**src/rtl/decode_pkg.sv**
```systemverilog
// Shared RV32I decode definitions: opcodes, operation classes and the decoded record.
package decode_pkg;

  // Storage width for pc/imm; narrower datapaths use the low XLEN bits.
  localparam int XLEN_MAX = 64;

  localparam logic [6:0] OP_LUI         = 7'b0110111;
  localparam logic [6:0] OP_AUIPC       = 7'b0010111;
  localparam logic [6:0] OP_JAL         = 7'b1101111;
  localparam logic [6:0] OP_JALR        = 7'b1100111;
  localparam logic [6:0] OP_BRANCH      = 7'b1100011;
  localparam logic [6:0] OP_LOAD        = 7'b0000011;
  localparam logic [6:0] OP_STORE       = 7'b0100011;
  localparam logic [6:0] OP_IMM_REG_ALU = 7'b0010011;
  localparam logic [6:0] OP_REG_REG_ALU = 7'b0110011;
  localparam logic [6:0] OP_FENCE       = 7'b0001111;
  localparam logic [6:0] OP_SYSTEM      = 7'b1110011;

  typedef enum logic [3:0] {
    OPC_NOP     = 4'd0,
    OPC_LUI     = 4'd1,
    OPC_AUIPC   = 4'd2,
    OPC_JAL     = 4'd3,
    OPC_JALR    = 4'd4,
    OPC_BRANCH  = 4'd5,
    OPC_LOAD    = 4'd6,
    OPC_STORE   = 4'd7,
    OPC_ALU_IMM = 4'd8,
    OPC_ALU_REG = 4'd9,
    OPC_FENCE   = 4'd10,
    OPC_SYSTEM  = 4'd11,
    OPC_ILLEGAL = 4'd12
  } op_class_e;

  typedef struct packed {
    logic [XLEN_MAX-1:0] pc;
    logic [4:0]          rs1;
    logic [4:0]          rs2;
    logic [4:0]          rd;
    logic [XLEN_MAX-1:0] imm;
    logic [2:0]          funct3;
    logic [6:0]          funct7;
    op_class_e           op_class;
    logic                rs1_used;
    logic                rs2_used;
    logic                rd_we;
    logic                invalid;
  } decoded_t;

endpackage

```
**src/rtl/decode_fields.sv**
```systemverilog
// Combinational RV32I field decoder: instruction word to decoded_t record.
module decode_fields
  import decode_pkg::*;
#(
  parameter int XLEN = 32
) (
  input  logic [31:0]     instr,
  input  logic [XLEN-1:0] pc,
  output decoded_t        dec
);

  logic [6:0]          opcode;
  logic [4:0]          rd_f;
  logic [4:0]          rs1_f;
  logic [4:0]          rs2_f;
  logic [XLEN_MAX-1:0] imm_i;
  logic [XLEN_MAX-1:0] imm_s;
  logic [XLEN_MAX-1:0] imm_b;
  logic [XLEN_MAX-1:0] imm_u;
  logic [XLEN_MAX-1:0] imm_j;
  logic                rd_class;

  assign opcode = instr[6:0];
  assign rd_f   = instr[11:7];
  assign rs1_f  = instr[19:15];
  assign rs2_f  = instr[24:20];

  // Immediates are sign-extended to the full storage width; truncation to XLEN keeps the sign.
  assign imm_i = {{52{instr[31]}}, instr[31:20]};
  assign imm_s = {{52{instr[31]}}, instr[31:25], instr[11:7]};
  assign imm_b = {{51{instr[31]}}, instr[31], instr[7], instr[30:25], instr[11:8], 1'b0};
  assign imm_u = {{32{instr[31]}}, instr[31:12], 12'b0};
  assign imm_j = {{43{instr[31]}}, instr[31], instr[19:12], instr[20], instr[30:21], 1'b0};

  always_comb begin
    dec               = '0;
    dec.pc[XLEN-1:0]  = pc;
    dec.funct3        = instr[14:12];
    dec.funct7        = instr[31:25];
    dec.op_class      = OPC_NOP;
    rd_class          = 1'b0;
    if (instr[1:0] != 2'b11) begin
      dec.op_class = OPC_ILLEGAL;
      dec.invalid  = 1'b1;
    end else begin
      case (opcode)
        OP_LUI: begin
          dec.op_class = OPC_LUI;
          dec.rd       = rd_f;
          dec.imm      = imm_u;
          rd_class     = 1'b1;
        end
        OP_AUIPC: begin
          dec.op_class = OPC_AUIPC;
          dec.rd       = rd_f;
          dec.imm      = imm_u;
          rd_class     = 1'b1;
        end
        OP_JAL: begin
          dec.op_class = OPC_JAL;
          dec.rd       = rd_f;
          dec.imm      = imm_j;
          rd_class     = 1'b1;
        end
        OP_JALR, OP_LOAD, OP_IMM_REG_ALU: begin
          dec.op_class = (opcode == OP_JALR) ? OPC_JALR :
                         (opcode == OP_LOAD) ? OPC_LOAD : OPC_ALU_IMM;
          dec.rd       = rd_f;
          dec.rs1      = rs1_f;
          dec.rs1_used = 1'b1;
          dec.imm      = imm_i;
          rd_class     = 1'b1;
        end
        OP_STORE, OP_BRANCH: begin
          dec.op_class = (opcode == OP_STORE) ? OPC_STORE : OPC_BRANCH;
          dec.rs1      = rs1_f;
          dec.rs2      = rs2_f;
          dec.rs1_used = 1'b1;
          dec.rs2_used = 1'b1;
          dec.imm      = (opcode == OP_STORE) ? imm_s : imm_b;
        end
        OP_REG_REG_ALU: begin
          dec.op_class = OPC_ALU_REG;
          dec.rd       = rd_f;
          dec.rs1      = rs1_f;
          dec.rs2      = rs2_f;
          dec.rs1_used = 1'b1;
          dec.rs2_used = 1'b1;
          rd_class     = 1'b1;
        end
        OP_FENCE:  dec.op_class = OPC_FENCE;
        OP_SYSTEM: dec.op_class = OPC_SYSTEM;
        default: begin
          dec.op_class = OPC_ILLEGAL;
          dec.invalid  = 1'b1;
        end
      endcase
    end
    dec.rd_we = rd_class && (rd_f != 5'd0);
  end

endmodule

```
**src/rtl/decode_stage.sv**
```systemverilog
// Registered decode pipeline stage with valid/ready on both sides, optional 2-entry skid,
// flush from branch resolution and a saturating illegal-instruction counter.
module decode_stage
  import decode_pkg::*;
#(
  parameter int XLEN    = 32,
  parameter int CNT_W   = 16,
  parameter int SKID_EN = 1
) (
  input  logic             clk,
  input  logic             rst,
  input  logic             flush,
  input  logic             in_valid,
  output logic             in_ready,
  input  logic [31:0]      in_instr,
  input  logic [XLEN-1:0]  in_pc,
  output logic             out_valid,
  input  logic             out_ready,
  output logic [XLEN-1:0]  out_pc,
  output logic [4:0]       out_rs1,
  output logic [4:0]       out_rs2,
  output logic [4:0]       out_rd,
  output logic [XLEN-1:0]  out_imm,
  output logic [2:0]       out_funct3,
  output logic [6:0]       out_funct7,
  output logic [3:0]       out_op_class,
  output logic             out_rs1_used,
  output logic             out_rs2_used,
  output logic             out_rd_we,
  output logic             out_invalid,
  output logic [CNT_W-1:0] invalid_count
);

  decoded_t         in_dec;
  decoded_t         main_q;
  decoded_t         skid_q;
  logic             main_valid;
  logic             skid_valid;
  logic             in_xfer;
  logic             out_xfer;
  logic [CNT_W-1:0] count_q;

  decode_fields #(.XLEN(XLEN)) u_fields (
    .instr (in_instr),
    .pc    (in_pc),
    .dec   (in_dec)
  );

  // Without the skid entry the stage can only accept when its single register frees up.
  if (SKID_EN != 0) begin : g_skid_ready
    assign in_ready = !skid_valid;
  end else begin : g_reg_ready
    assign in_ready = !main_valid || out_ready;
  end

  assign in_xfer  = in_valid && in_ready;
  assign out_xfer = main_valid && out_ready;

  always_ff @(posedge clk) begin
    if (rst) begin
      main_valid <= 1'b0;
      skid_valid <= 1'b0;
      main_q     <= '0;
      skid_q     <= '0;
      count_q    <= '0;
    end else if (flush) begin
      main_valid <= 1'b0;
      skid_valid <= 1'b0;
    end else begin
      if (!main_valid || out_xfer) begin
        // The skid entry is older than any incoming instruction, so it refills main first.
        if (skid_valid) begin
          main_q     <= skid_q;
          main_valid <= 1'b1;
          skid_valid <= 1'b0;
        end else if (in_xfer) begin
          main_q     <= in_dec;
          main_valid <= 1'b1;
        end else begin
          main_valid <= 1'b0;
        end
      end else if (in_xfer) begin
        skid_q     <= in_dec;
        skid_valid <= 1'b1;
      end
      if (in_xfer && in_dec.invalid && (count_q != {CNT_W{1'b1}})) begin
        count_q <= count_q + 1'b1;
      end
    end
  end

  assign out_valid     = main_valid;
  assign out_pc        = main_q.pc[XLEN-1:0];
  assign out_rs1       = main_q.rs1;
  assign out_rs2       = main_q.rs2;
  assign out_rd        = main_q.rd;
  assign out_imm       = main_q.imm[XLEN-1:0];
  assign out_funct3    = main_q.funct3;
  assign out_funct7    = main_q.funct7;
  assign out_op_class  = main_q.op_class;
  assign out_rs1_used  = main_q.rs1_used;
  assign out_rs2_used  = main_q.rs2_used;
  assign out_rd_we     = main_q.rd_we;
  assign out_invalid   = main_q.invalid;
  assign invalid_count = count_q;

  if (XLEN < XLEN_MAX) begin : g_narrow
    logic unused_hi;
    assign unused_hi = ^{main_q.pc[XLEN_MAX-1:XLEN], main_q.imm[XLEN_MAX-1:XLEN]};
  end

endmodule

```
**config.mk**
```make
export PLATFORM = sky130hd
export DESIGN_NAME = decode_stage
export DESIGN_NICKNAME = d
export VERILOG_FILES = /design/src/rtl/decode_pkg.sv /design/src/rtl/decode_fields.sv /design/src/rtl/decode_stage.sv
export SDC_FILE = /design/constraint.sdc
export NUM_CORES = 1
export LEC_CHECK = 0
export CAP_MARGIN = 25
export CORE_MARGIN = 2
export CORE_UTILIZATION = 60
export CTS_BUF_LIST = sky130_fd_sc_hd__clkbuf_8
export CTS_CLUSTER_SIZE = 25
export DETAILED_ROUTE_END_ITERATION = 8
export DONT_BUFFER_PORTS = 1
export PLACE_DENSITY = 0.79
export SLEW_MARGIN = 20
export SYNTH_ARGS = -nofsm -noshare
export SYNTH_HDL_FRONTEND = slang
export SYNTH_SLANG_ARGS = --single-unit
```
**constraint.sdc**
```tcl
create_clock -name clk -period 2.57 [get_ports clk]
set_input_delay 0.257 -clock clk [delete_from_list [all_inputs] [get_ports clk]]
set_output_delay 0.257 -clock clk [all_outputs]
set_load 0.05 [all_outputs]
```
# After elaboration in Yosys (flattened, before gate mapping)
# Cells that the tools add are included.
op_classes:
  add_sub_neg: 1
  eq_ne: 13
  mux: 22
  bitwise_logic: 2
  reduce_logical: 22
op_table:
  columns: ["op", "count"]
  rows:
  - ["$mux 129", 2]
  - ["$pmux 64 s4", 1]
  - ["$mux 79", 1]
  - ["$pmux 4 s8", 1]
  - ["$eq 7x7->1 const B", 4]
  - ["$eq 7x6->1 const B", 3]
  - ["$add 16x1->16 const B", 1]
  - ["$ne 16x16->1 const B", 1]
  - ["$mux 5", 3]
  - ["$eq 7x5->1 const B", 2]
  - ["$mux 12", 1]
  - ["$mux 4", 3]
  - ["$reduce_or 11->1", 1]
  - ["$reduce_or 3->1", 3]
  - ["$mux 1", 8]
  - ["$eq 7x2->1 const B", 1]
  - ["$eq 7x4->1 const B", 1]
  - ["$reduce_or 7->1", 1]
  - ["$reduce_and 3->1", 2]
  - ["$reduce_or 2->1", 3]
  - ["$reduce_or 6->1", 1]
  - ["$logic_and 1x1->1", 5]
  - ["$reduce_bool 5->1", 1]
  - ["$mux 2", 2]
  - ["6 further kinds", 8]
word_totals:
  regBits: 244
  input_bits: 69
  out_inout_bits: 115

# Logic depth before layout (Yosys ltp)
depth:
  depth_word: 7
  ltp_mapped: 8
  depth_no_buf: 6

# Modules after synthesis
# Synthesis repeated with hierarchy kept, for this count alone.
hier_totals:
  cells_unflattened: 1188
  hier_area_um2: 10027.1
modules_own_cells:
  columns: ["module", "n_inst", "cells_each", "area_each_um2"]
  rows:
  - ["decode_stage", 1, 960, 8446.9]
  - ["decode_fields", 1, 228, 1580.3]

# Worst setup path before layout
# No wires, ideal clock.
synth_path:
  path_type: "register to register"
  startpoint: "reg count_q[0], in the netlist invalid_count[0]"
  endpoint: "reg count_q[5], in the netlist invalid_count[5]"
  arrival_time_ps: 2134
  required_ps: 2449
  slack_ps: 316
  path_stages_with_launch: 8
  n_path_buf: 1
  period_less_slack_ps: 2254
  path_cell_list: "dfxtp_1 -> ha_1 -> nand4_1 -> or4_1 -> nand2b_4 -> buf_4 -> nor4_1 -> mux2_2"
synth_between:
  elab_chain_len: 3
  elab_cells_between_ends: 4
  cone_classes: "add/sub: 1; eq/ne: 1; reduce/logical: 2"
synth_rtl:
  columns: ["element", "line", "text"]
  rows:
  - ["start: declaration", "decode_stage.sv:41", "logic [CNT_W-1:0] count_q;"]
  - ["start signal: assignment", "decode_stage.sv:87", "count_q <= count_q + 1'b1;"]
  - ["parallel branches: the longest is 3 deep, another holds $add 16x1->16", null, null]
# Several ways; the timed one is not identified.
# A chain may end at the register's enable or synchronous reset.

# Worst setup path in the final report
layout_path:
  startpoint: "reg skid_valid"
  endpoint: "reg skid_q[95] in the netlist's numbering"
layout_between:
  elab_chain_len: 3
layout_rtl:
  columns: ["element", "line", "text"]
  rows:
  - ["start: declaration", "decode_stage.sv:38", "logic skid_valid;"]
  - ["start signal: assignment", "decode_stage.sv:62", "skid_valid <= 1'b0;"]
  - ["start signal: assignment", "decode_stage.sv:68", "skid_valid <= 1'b0;"]
  - ["start signal: assignment", "decode_stage.sv:75", "skid_valid <= 1'b0;"]
  - ["$logic_not 1->1", "decode_stage.sv:51", "assign in_ready = !skid_valid;"]
  - ["$logic_and 1x1->1", "decode_stage.sv:56", "assign in_xfer = in_valid && in_ready;"]
  - ["$reduce_and 3->1 (no line)", null, null]
  - ["end signal: assignment", "decode_stage.sv:83", "skid_q <= in_dec;"]
  - ["end: declaration", "decode_stage.sv:36", "decoded_t skid_q;"]
# Every way passes these cells.

==> flow_summary.json <==
{
  "end_kind": "flip-flop",
  "post-synth-top-count-cell": "sky130_fd_sc_hd__dfxtp_1",
  "numClockSinks": 212,
  "fp-row-count": 45,
  "fin_area_um2": 11100,
  "routed_wire_length_per_instance_um": 18.9,
  "placed_cell_area_um2": 9210,
  "crit_path_start_kind": "flip-flop",
  "timing.max_slew.rel_slack_pct": 39.7,
  "cts_buffer_depth": 3,
  "cts.clk_slew.worst_paths_ps": 60,
  "total_power_mw": 7.10,
  "drt_drc_violations_left": 0,
  "timing.setup.critical_path_class": "reg2reg",
  "synth_top_area_share_pct": 46.6,
  "route.antenna.remaining_nets": 0,
  "multi_input_comb_area_um2": 4430,
  "grt_start_max_net_pins": 129,
  "global_router_s_overall_resource_usage_pct": 31.6,
  "diodes": 0,
  "start_util_pct": 60.6,
  "cellLeakagePower_nw": 3.96,
  "cts_tree": "built",
  "cp.arrival_ps": 2910,
  "clock-skew-final_ps": 22.2,
  "synth_edf_count": 0,
  "grt_pass1_vias": 8268,
  "total_of_fill_cells_in_the_finished_design": 1089,
  "seq_area_frac_synth_pct": 46.6,
  "dr.pass1.iters": 5,
  "tritoncts.num_buffers": 35,
  "power_density_nw_per_um2": 639,
  "finalSetupViolCount": 0,
  "die_h_um": 127,
  "setup_ws_ps": 114,
  "final-seq-area_um2": 4250,
  "synth_top_cells_by_area": "sky130_fd_sc_hd__dfxtp_1 (47%), sky130_fd_sc_hd__a211oi_1 (7.8%), sky130_fd_sc_hd__nand2_1 (6.4%)",
  "gp_routability_congestion": 0.833,
  "drt-vias-per-instance": 6.27,
  "hold_viol": 0,
  "unrepaired_setup_endpoints_after_global_routing": "false",
  "netlist-cell-type-count": 64,
  "outcome": "finished clean",
  "initialDrtViolationCount": 677,
  "finalWirelength_mm": 26.1,
  "finalNonFillerCells": 1383,
  "floorplan.die_area_um2": 16200,
  "max_cap_violations": 0,
  "crit_fanout": 53,
  "postCtsSetupRepairBufs": 0,
  "synth-async-reset-ratio_pct": 0,
  "setup_total_negative_slack_ps": 0,
  "chipWidth_um": 127,
  "synth_seq_cells": 212,
  "core_area_um2": 15000,
  "synthesis.area_per_instance_um2": 8.42,
  "power_switching_share_pct": 27.4,
  "synthesis.instances": 1081,
  "clock.fmax_ghz": 0.407,
  "seqPwrFrac_pct": 53.1,
  "post_detail_place_hpwl_mm": 14.1,
  "power_frac_comb_pct": 7.4,
  "holdCritPathClass": "in2reg",
  "setup_ws_pre_cts_ps": 528,
  "synth.largest_area_cell": "sky130_fd_sc_hd__dfxtp_1",
  "vias": 8674,
  "port-buffer-count": 0,
  "total_congestion_overflow_after_global_routing": 0,
  "drive_gt1_share_pct": 8.20,
  "worst_ep_required_time_ps": 3020,
  "antenna_found_initial": 0,
  "final-max-slew-violation-count": 0,
  "final_period_minus_worst_setup_slack_ps": 2460,
  "ys_top_cells_by_count": "sky130_fd_sc_hd__dfxtp_1 (212), sky130_fd_sc_hd__nand2_1 (156), sky130_fd_sc_hd__nor2_1 (123), sky130_fd_sc_hd__a21oi_1 (107), sky130_fd_sc_hd__a211oi_1 (95)",
  "synth_area_um2": 9100,
  "synth_nets": 1151,
  "power_switching_mw": 1.94,
  "layout.nets": 1246,
  "grt_first_pass_wirelength_mm": 42.1,
  "htreeDepth": 2,
  "area.growth.synth_to_final_pct": 21.9,
  "p_clk_share_pct": 39.4,
  "worstMarginPinSlew_ps": 902,
  "numPlacedInstances": 1206,
  "timing.final.crit_share_pct": 95.5,
  "source_to_sink_clock_delay_at_the_later_pin_of_the_worst_skew_pair_ps": 510,
  "clock-root-buffer": "sky130_fd_sc_hd__clkbuf_8",
  "vdd.ir_drop.worst_v": 0.000607,
  "internal_power_mw": 5.15,
  "synthFlopType": "sky130_fd_sc_hd__dfxtp_1",
  "ys_warn_count": 0,
  "design.portCount": 184
}
## registers in the layout, summed over array words and instances, names as in the netlist, 3 cells and up
signal	count
invalid_count	16
out_funct3	3
out_funct7	7
out_imm	32
out_op_class	4
out_pc	32
out_rd	5
out_rs1	5
out_rs2	5
skid_q	97
## routing by layer
layer | wire (um) | part of all wire [%] | vias up | track usage (%)
met5 | 0 | 0 | - | 0
met4 | 970 | 3.7 | 0 | 14.4
met3 | 2540 | 9.7 | 85 | 9.88
met2 | 12300 | 47 | 390 | 50.6
met1 | 10300 | 39 | 4121 | 39.2
li1 | - | - | 4078 | -
## path summary, 6_finish.rpt
kind / cells past startpoint / slack [ps] / startpoint / endpoint
max: 6 / 110 / skid_valid / skid_q[95]
min: 2 / 20 / in_instr[29] / out_funct7[4]
max reg2reg: 6 / 110 / skid_valid / skid_q[95]
min reg2reg: 2 / 450 / skid_q[26] / skid_q[26]
## critical path, cell delays in order, from the launching register on
cell	delay, ps
sky130_fd_sc_hd__dfxtp_4	350
sky130_fd_sc_hd__or3b_4	450
sky130_fd_sc_hd__nor2_4	120
sky130_fd_sc_hd__buf_4	520
sky130_fd_sc_hd__nand3_1	180
sky130_fd_sc_hd__a21oi_1	210
sky130_fd_sc_hd__dlygate4sd3_1	560
## metrics by stage
step / utilization, % / hold slack [ps]
2_1_floorplan: - / 335
3_3_place_gp: 61.3 / 337
3_5_place_dp: 61.3 / 332
4_1_cts: 73.8 / 1.88
5_1_grt: 73.8 / 11.0
6_report: 73.8 / 22.4
## power groups by stage
| stage | Clock, mW | Sequential, mW | Combinational (mW) |
|---|---|---|---|
| after floorplan | 0 | 3.82 | 0.348 |
| after global placement | 0 | 3.84 | 0.350 |
| after detailed placement | 0 | 3.84 | 0.359 |
| after CTS | 2.82 | 3.77 | 0.514 |
| after global routing | 2.99 | 3.78 | 0.580 |
| final | 2.80 | 3.77 | 0.528 |
## cells by family after synthesis
kind of cell               Yosys count  synth area share (%)
and+or+nand+nor                    429                  21.9
DFF                                212                  46.6
muxes                               49                  5.46
adders and majority gates            1                 0.137
buffers and inverters              102                  4.85
AOI/OAI and AO/OA                  287                  20.9
xor gates and xnor gates             1                0.0962
## cell usage in the layout (no fill, tap or decap), types with 4 or more instances in the layout
| cell type | count |
|---|---|
| sky130_fd_sc_hd__a211oi_1 | 95 |
| sky130_fd_sc_hd__a21oi_1 | 107 |
| sky130_fd_sc_hd__a221o_1 | 4 |
| sky130_fd_sc_hd__a221oi_1 | 10 |
| sky130_fd_sc_hd__a311oi_1 | 5 |
| sky130_fd_sc_hd__a32o_1 | 8 |
| sky130_fd_sc_hd__and2_1 | 4 |
| sky130_fd_sc_hd__buf_4 | 31 |
| sky130_fd_sc_hd__clkbuf_8 | 44 |
| sky130_fd_sc_hd__dfxtp_1 | 211 |
| sky130_fd_sc_hd__dlygate4sd3_1 | 120 |
| sky130_fd_sc_hd__inv_1 | 15 |
| sky130_fd_sc_hd__mux2_2 | 4 |
| sky130_fd_sc_hd__mux2i_1 | 44 |
| sky130_fd_sc_hd__nand2_1 | 156 |
| sky130_fd_sc_hd__nand2b_1 | 13 |
| sky130_fd_sc_hd__nand3_1 | 55 |
| sky130_fd_sc_hd__nand4_1 | 6 |
| sky130_fd_sc_hd__nor2_1 | 122 |
| sky130_fd_sc_hd__nor2b_1 | 8 |
| sky130_fd_sc_hd__nor3_1 | 21 |
| sky130_fd_sc_hd__o211ai_1 | 7 |
| sky130_fd_sc_hd__o21ai_0 | 10 |
| sky130_fd_sc_hd__o22ai_1 | 12 |
| sky130_fd_sc_hd__o31ai_1 | 7 |
| sky130_fd_sc_hd__or3_1 | 5 |
| sky130_fd_sc_hd__or4_1 | 9 |
## final cells by class
cell class	count	area share, %
inverters	5	0.169
multi-input cells	767	39.9
flip-flops and latches	212	38.3
clock inverters	12	0.417
well taps	188	2.12
repair buffers	155	13.6
clock buffers	44	5.46
## repair_timing
action | CTS | global route
hold buffers | 121 | 0
gates resized for setup | 0 | 2
setup endpoints to repair | 0 | 27
endpoints found under the hold margin | 204 | 0
Power figures use the tool's default switching activity.
